<file path="src/rtl/z16_bus_pkg.sv">
// Shared Z16 bus definitions: response owner codes,
// word width and MMIO byte addresses.
package z16_bus_pkg;

   localparam int WORD_W = 16;

   localparam logic [1:0] OWN_NONE = 2'd0;
   localparam logic [1:0] OWN_F    = 2'd1;
   localparam logic [1:0] OWN_DLD  = 2'd2;
   localparam logic [1:0] OWN_DERR = 2'd3;

   localparam logic [15:0] LED_ADDR    = 16'd122;
   localparam logic [15:0] BUTTON_ADDR = 16'd124;

endpackage

</file>
<file path="src/rtl/z16_starve_counter.sv">
// Counts consecutive fetch losses, saturating at MAX_STARVE;
// at_max forces the next fetch grant.
module z16_starve_counter #(
   parameter int MAX_STARVE = 3
) (
   input  logic i_clk,
   input  logic i_rst_n,
   input  logic req,
   input  logic gnt,
   output logic at_max
);

   localparam logic [3:0] MAX = 4'(MAX_STARVE);

   logic [3:0] cnt;

   // count denied request cycles, clear on grant or idle
   always_ff @(posedge i_clk or negedge i_rst_n) begin
      if (!i_rst_n) begin
         cnt <= '0;
      end else if (req && !gnt) begin
         if (cnt != MAX) cnt <= cnt + 4'd1;
      end else begin
         cnt <= '0;
      end
   end

   assign at_max = (cnt == MAX);

endmodule

</file>
<file path="src/rtl/z16_mem_arbiter.sv">
// Arbitrates fetch and data ports onto one synchronous RAM;
// data wins unless fetch has starved MAX_STARVE cycles.
module z16_mem_arbiter
   import z16_bus_pkg::*;
#(
   parameter int MEM_AW     = 8,
   parameter int MAX_STARVE = 3
) (
   input  logic              i_clk,
   input  logic              i_rst_n,
   input  logic              i_f_req,
   input  logic [15:0]       i_f_addr,
   output logic              o_f_gnt,
   output logic              o_f_rvalid,
   output logic [WORD_W-1:0] o_f_rdata,
   input  logic              i_d_req,
   input  logic              i_d_we,
   input  logic [15:0]       i_d_addr,
   input  logic [WORD_W-1:0] i_d_wdata,
   output logic              o_d_gnt,
   output logic              o_d_rvalid,
   output logic [WORD_W-1:0] o_d_rdata,
   output logic              o_d_err,
   output logic              o_mem_en,
   output logic              o_mem_we,
   output logic [MEM_AW-1:0] o_mem_addr,
   output logic [WORD_W-1:0] o_mem_wdata,
   input  logic [WORD_W-1:0] i_mem_rdata
);

   logic       at_max;
   logic       f_win;
   logic       d_win;
   logic       d_bad;
   logic       d_ok;
   logic [1:0] own_q;
   logic [1:0] own_d;
   logic       ld_q;
   logic       ld_d;
   logic       f_rv;
   logic       d_ld;
   logic       d_er;

   // fetch ignores low/high address bits by design
   logic unused_bits;
   assign unused_bits = &{1'b0, i_f_addr[15:MEM_AW+1], i_f_addr[0]};

   z16_starve_counter #(
      .MAX_STARVE(MAX_STARVE)
   ) u_starve (
      .i_clk  (i_clk),
      .i_rst_n(i_rst_n),
      .req    (i_f_req),
      .gnt    (f_win),
      .at_max (at_max)
   );

   // grants are held low while reset is asserted
   assign f_win = i_rst_n & i_f_req & (~i_d_req | at_max);
   assign d_win = i_rst_n & i_d_req & ~f_win;

   assign d_bad = i_d_addr[0] | (|i_d_addr[15:MEM_AW+1]);
   assign d_ok  = d_win & ~d_bad;

   assign o_f_gnt     = f_win;
   assign o_d_gnt     = d_win;
   assign o_mem_en    = f_win | d_ok;
   assign o_mem_we    = d_ok & i_d_we;
   assign o_mem_addr  = f_win ? i_f_addr[MEM_AW:1]
                              : i_d_addr[MEM_AW:1];
   assign o_mem_wdata = (d_ok & i_d_we) ? i_d_wdata : '0;

   // decide who owns next cycle's response
   always_comb begin
      own_d = OWN_NONE;
      ld_d  = 1'b0;
      unique case (1'b1)
         f_win: own_d = OWN_F;
         d_win & d_bad: begin
            own_d = OWN_DERR;
            ld_d  = ~i_d_we;
         end
         d_ok & ~i_d_we: own_d = OWN_DLD;
         default: ;
      endcase
   end

   // response owner register, dropped on reset
   always_ff @(posedge i_clk or negedge i_rst_n) begin
      if (!i_rst_n) begin
         own_q <= OWN_NONE;
         ld_q  <= 1'b0;
      end else begin
         own_q <= own_d;
         ld_q  <= ld_d;
      end
   end

   assign f_rv = (own_q == OWN_F);
   assign d_ld = (own_q == OWN_DLD);
   assign d_er = (own_q == OWN_DERR);

   assign o_f_rvalid = f_rv;
   assign o_f_rdata  = f_rv ? i_mem_rdata : '0;
   assign o_d_rvalid = d_ld | (d_er & ld_q);
   assign o_d_rdata  = d_ld ? i_mem_rdata : '0;
   assign o_d_err    = d_er;

endmodule
</file>
<file path="config.mk">
export PLATFORM = sky130hd
export DESIGN_NAME = z16_mem_arbiter
export DESIGN_NICKNAME = d
export VERILOG_FILES = /design/src/rtl/z16_bus_pkg.sv /design/src/rtl/z16_starve_counter.sv /design/src/rtl/z16_mem_arbiter.sv
export SDC_FILE = /design/constraint.sdc
export NUM_CORES = 1
export LEC_CHECK = 0
export ABC_AREA = 1
export CELL_PAD_IN_SITES_DETAIL_PLACEMENT = 1
export CELL_PAD_IN_SITES_GLOBAL_PLACEMENT = 1
export CORE_ASPECT_RATIO = 1.1
export CORE_MARGIN = 2
export CORE_UTILIZATION = 33
export DETAILED_ROUTE_END_ITERATION = 16
export DONT_BUFFER_PORTS = 1
export GPL_TIMING_DRIVEN = 0
export HOLD_SLACK_MARGIN = 0.1
export PLACE_DENSITY_LB_ADDON = 0.08
export SYNTH_ARGS = -nofsm -noshare
export SYNTH_HDL_FRONTEND = slang
export SYNTH_HIERARCHICAL = 1
export SYNTH_SLANG_ARGS = --single-unit
</file>
<file path="constraint.sdc">
create_clock -name i_clk -period 2 [get_ports i_clk]
set_input_delay 0.3 -clock i_clk [delete_from_list [all_inputs] [get_ports i_clk]]
set_output_delay 0.3 -clock i_clk [all_outputs]
set_load 0.05 [all_outputs]
</file>
==> flow_metrics.tcl <==
set metrics [dict create \
    reg2reg_setup_slack_ps 240 \
    layout_setup_ws_ps -499.1 \
    crit_chain "ha_4 -> nand2_4 -> inv_2 -> inv_2 -> nand2_4 -> a21oi_4 -> nand3_4 -> buf_6 -> buf_6 -> nor2_4" \
    irDropWorstVdd_v 0.0002619 \
    worstHoldPathType "input port to register" \
    fmaxAchievable_mhz 400.1 \
    period_minus_slack_ps 2499 \
    synth_top_family_by_area "simple AND/OR/NAND/NOR gates" \
    clockRootBuffer "sky130_fd_sc_hd__clkbuf_4" \
    status "finished with violations" \
    rows 19 \
    failed_checks "setup timing" \
    timing.final.crit_share_pct 125.0 \
    vias_per_cell 5.027 \
    antenna_found_initial 0 \
    antenna_cells 0 \
    port_buffers 0 \
    synth_area_leader_cell "sky130_fd_sc_hd__dfrtp_1" \
    clk_pin_slew_worst_paths_ps 50 \
    die-area_sq_um 3168 \
    ys.warnings.count 6 \
    horiz_die_dim_um 53.85 \
    post_synth_mux_area_share_pct 0 \
    post_dp_cell_area_sq_um 1042 \
    ys_seq_elements 7 \
    layout.core_utilization_pct 63.16 \
    htreeDepth 1 \
    met2_usage_pct 40.42 \
    final_hold_viol_count 0 \
    synth_fa_ha_area_share_pct 1.387 \
    max-clock-path-buffers 2 \
    grt_util_all_layers_pct 19.96 \
    synth_most_common_cell "sky130_fd_sc_hd__nor2_1" \
    worstPathArrival_ps 2200 \
    setup_total_negative_slack_ps -7440 \
    cell_types_with_the_highest_counts_after_synthesis "sky130_fd_sc_hd__nor2_1, sky130_fd_sc_hd__inv_1, sky130_fd_sc_hd__nand2_1" \
    overflow 0 \
    detailedRoute.firstIterationViolations 9 \
    r2r_start "u_starve/cnt[0]$_DFFE_PN0P_" \
    power_per_standard_cell_area_nw_per_um2 450.6 \
    cts_tree "yes" \
    initial_utilization_pct 35.46 \
    fin_worst_skew_ps 3.444 \
    routabilityCongestion 0.7035 \
    tritoncts_num_sinks 7 \
    worstRegToRegCells 8 \
    simple_gate_portion_of_the_synthesized_area_pct 54.09 \
    count_of_nets_left_with_antenna_violations_after_detail_routing 0 \
    post_synth_instance_area_sq_um 902.1 \
    post_drt_wl_per_cell_um 16.52 \
    place_ws_ps -398.3 \
    nets 261 \
    rsz0062_at_grt "true" \
    synth_cell_types 18 \
    first_pass_grt_wire_length_mm 4.623 \
    slowest_delay_ps 440 \
    cellLeakagePower_nw 0.7419 \
    layout-drive-gt1-share_pct 61.58 \
    maximum_number_of_pins_on_one_net_before_global_route_repair 11 \
    path_max_fanout 5 \
    postSynthCellCount 169 \
    drc 0 \
    global_route.usage.met1_pct 19.40 \
    worst_ep_required_time_ps 1700 \
    cpMaxStageDelayCell "sky130_fd_sc_hd__a21oi_4" \
    area_delta_synth_final_pct 78.09 \
    detailroute.via_count 1111 \
    dp.final_hpwl_mm 2.274 \
    detail_route.first_pass.iterations 4 \
    worstPathBufferInverterCount 4 \
    hold_path_depth 1 \
    avgSynthCellArea_sq_um 5.338 \
    cap_violations 0 \
    grt_most_used_layer "met2" \
    postLayoutCellArea_sq_um 1607 \
    synth-seq-area-share_pct 19.42 \
    final_max_slew_viol_count 0 \
    synth_edf_count 0 \
    report.power.total_mw 0.7238 \
    max_slew.worst_pin.slew_ps 569.4 \
    design.core.area_sq_um 2544 \
    critPathTopFamily "simple AND/OR/NAND/NOR gates" \
    finalSetupViolations 18 \
    synth_compound_area_share_pct 2.913 \
    synth_async_sr_flop_share_pct 100.0 \
    timing.slew.headroom_pct 62.00 \
    clock_latency_ps 240 \
    die_height_um 58.84 \
    groute.layer.met3.usage_pct 3.807 \
    worstHoldStart "i_d_we" \
    critical_path.endpoint_type "output port" \
    min_to "ld_q$_DFF_PN0_" \
    yosysTopAreaCellShare_pct 19.42 \
    cts-buffers-inserted 3 \
    top_ff_cell_synth "sky130_fd_sc_hd__dfrtp_1" \
    grt_pass1_vias 1057 \
    worstSetupPathType "register to output port" \
    critical_path.startpoint_type "register" \
    syn_nets 239 \
    synth.top_cells.by_area "sky130_fd_sc_hd__dfrtp_1, sky130_fd_sc_hd__nor2_1, sky130_fd_sc_hd__inv_1" \
    synth_xor_area_share_pct 0.9709 \
    worst_flop_to_flop_path_endpoint "ld_q$_DFF_PN0_" \
    boundaryPins 132 \
    postRouteWirelength_mm 3.650 \
]
-- worst reg2reg max path: stages (launching register included) --
cell and delay (ps):
sky130_fd_sc_hd__dfrtp_2 430, sky130_fd_sc_hd__ha_4 180, sky130_fd_sc_hd__nand2_4 50, sky130_fd_sc_hd__inv_2 30
sky130_fd_sc_hd__inv_2 50, sky130_fd_sc_hd__nand2_4 50, sky130_fd_sc_hd__a21oi_4 440, sky130_fd_sc_hd__o21ai_0 300
sky130_fd_sc_hd__nor2_1 150
-- placed cells by master, fill, tap and decap left out, types with 2 or more instances in the layout --
master / instances
sky130_fd_sc_hd__inv_2: 2
sky130_fd_sc_hd__nand3_1: 3
sky130_fd_sc_hd__nand2_2: 17
sky130_fd_sc_hd__nand2_8: 2
sky130_fd_sc_hd__clkbuf_4: 3
sky130_fd_sc_hd__buf_4: 11
sky130_fd_sc_hd__nor2_1: 6
sky130_fd_sc_hd__nand2_1: 13
sky130_fd_sc_hd__buf_8: 2
sky130_fd_sc_hd__dfrtp_1: 4
sky130_fd_sc_hd__nand2_4: 11
sky130_fd_sc_hd__buf_6: 6
sky130_fd_sc_hd__inv_1: 39
sky130_fd_sc_hd__nor2_4: 37
sky130_fd_sc_hd__dfrtp_2: 3
sky130_fd_sc_hd__nand4_1: 3
sky130_fd_sc_hd__nor2_2: 15
-- sequential cells by signal (all words and copies together), names as in the netlist --
signal and cells:
u_starve/cnt 4, own_q 2, ld_q 1
-- report_power, final --
| part | total [mW] | internal (mW) | switching [mW] |
|---|---|---|---|
| Clock | 0.125 | 0.0759 | 0.0493 |
| Combinational | 0.434 | 0.0969 | 0.337 |
| Sequential | 0.164 | 0.153 | 0.0110 |
| Total | 0.724 | 0.326 | 0.398 |
-- worst max-delay path by stage --
| stage | startpoint | end | slack (ps) | depth (start not counted) |
|---|---|---|---|---|
| floorplan | u_starve/cnt[0]$_DFFE_PN0P_ | o_mem_wdata[10] | -230 | 9 |
| global route | u_starve/cnt[1]$_DFFE_PN0P_ | o_mem_wdata[1] | -600 | 10 |
| detailed placement | u_starve/cnt[0]$_DFFE_PN0P_ | o_mem_wdata[10] | -400 | 9 |
| global placement | u_starve/cnt[0]$_DFFE_PN0P_ | o_mem_wdata[10] | -360 | 9 |
| finish | u_starve/cnt[0]$_DFFE_PN0P_ | o_mem_wdata[1] | -500 | 10 |
| CTS | u_starve/cnt[0]$_DFFE_PN0P_ | o_mem_wdata[6] | -570 | 10 |
-- through the flow --
stage          cells  hold slack, ps
6_report         221           120.0
5_1_grt          221           107.0
4_1_cts          220           110.1
3_5_place_dp     200           4.614
3_3_place_gp     200           4.643
2_1_floorplan    169           4.409
-- cell type report --
cell class | instances | area, sq um
Clock buffer | 4 | 26.28
Fill cell | 298 | 937.1
Buffer | 3 | 37.54
Timing Repair inverter | 1 | 5.005
Tap cell | 31 | 38.79
Timing Repair Buffer | 17 | 152.6
Sequential cell | 7 | 178.9
Multi-Input combinational cell | 114 | 983.4
Inverter | 44 | 183.9
-- metal layers --
layer / vias to the layer above / wire, um
li1: 523 / -
met1: 511 / 1143
met2: 73 / 2201
met3: 4 / 264
met4: 0 / 40
met5: - / 0
-- what timing repair did --
| action | 4_1_cts | 5_1_grt |
|---|---|---|
| pin swaps | 12 | 23 |
| endpoints found under the setup margin | 51 | 51 |
| gates resized for setup | 72 | 51 |
| hold endpoints to repair | 7 | 0 |
| gates cloned | 2 | 1 |
| buffers inserted | 13 | 2 |
| hold buffers | 1 | 0 |
-- kinds of logic (layout without fill, tap and decap cells) --
| logic type | after synthesis | in the layout |
|---|---|---|
| compound gates | 3 | 3 |
| xor+xnor | 1 | 1 |
| fa+ha+maj | 1 | 1 |
| buf+inv | 48 | 69 |
| flops | 7 | 7 |
| simple gates | 109 | 109 |
No activity file was read; power rests on OpenSTA's default activity.
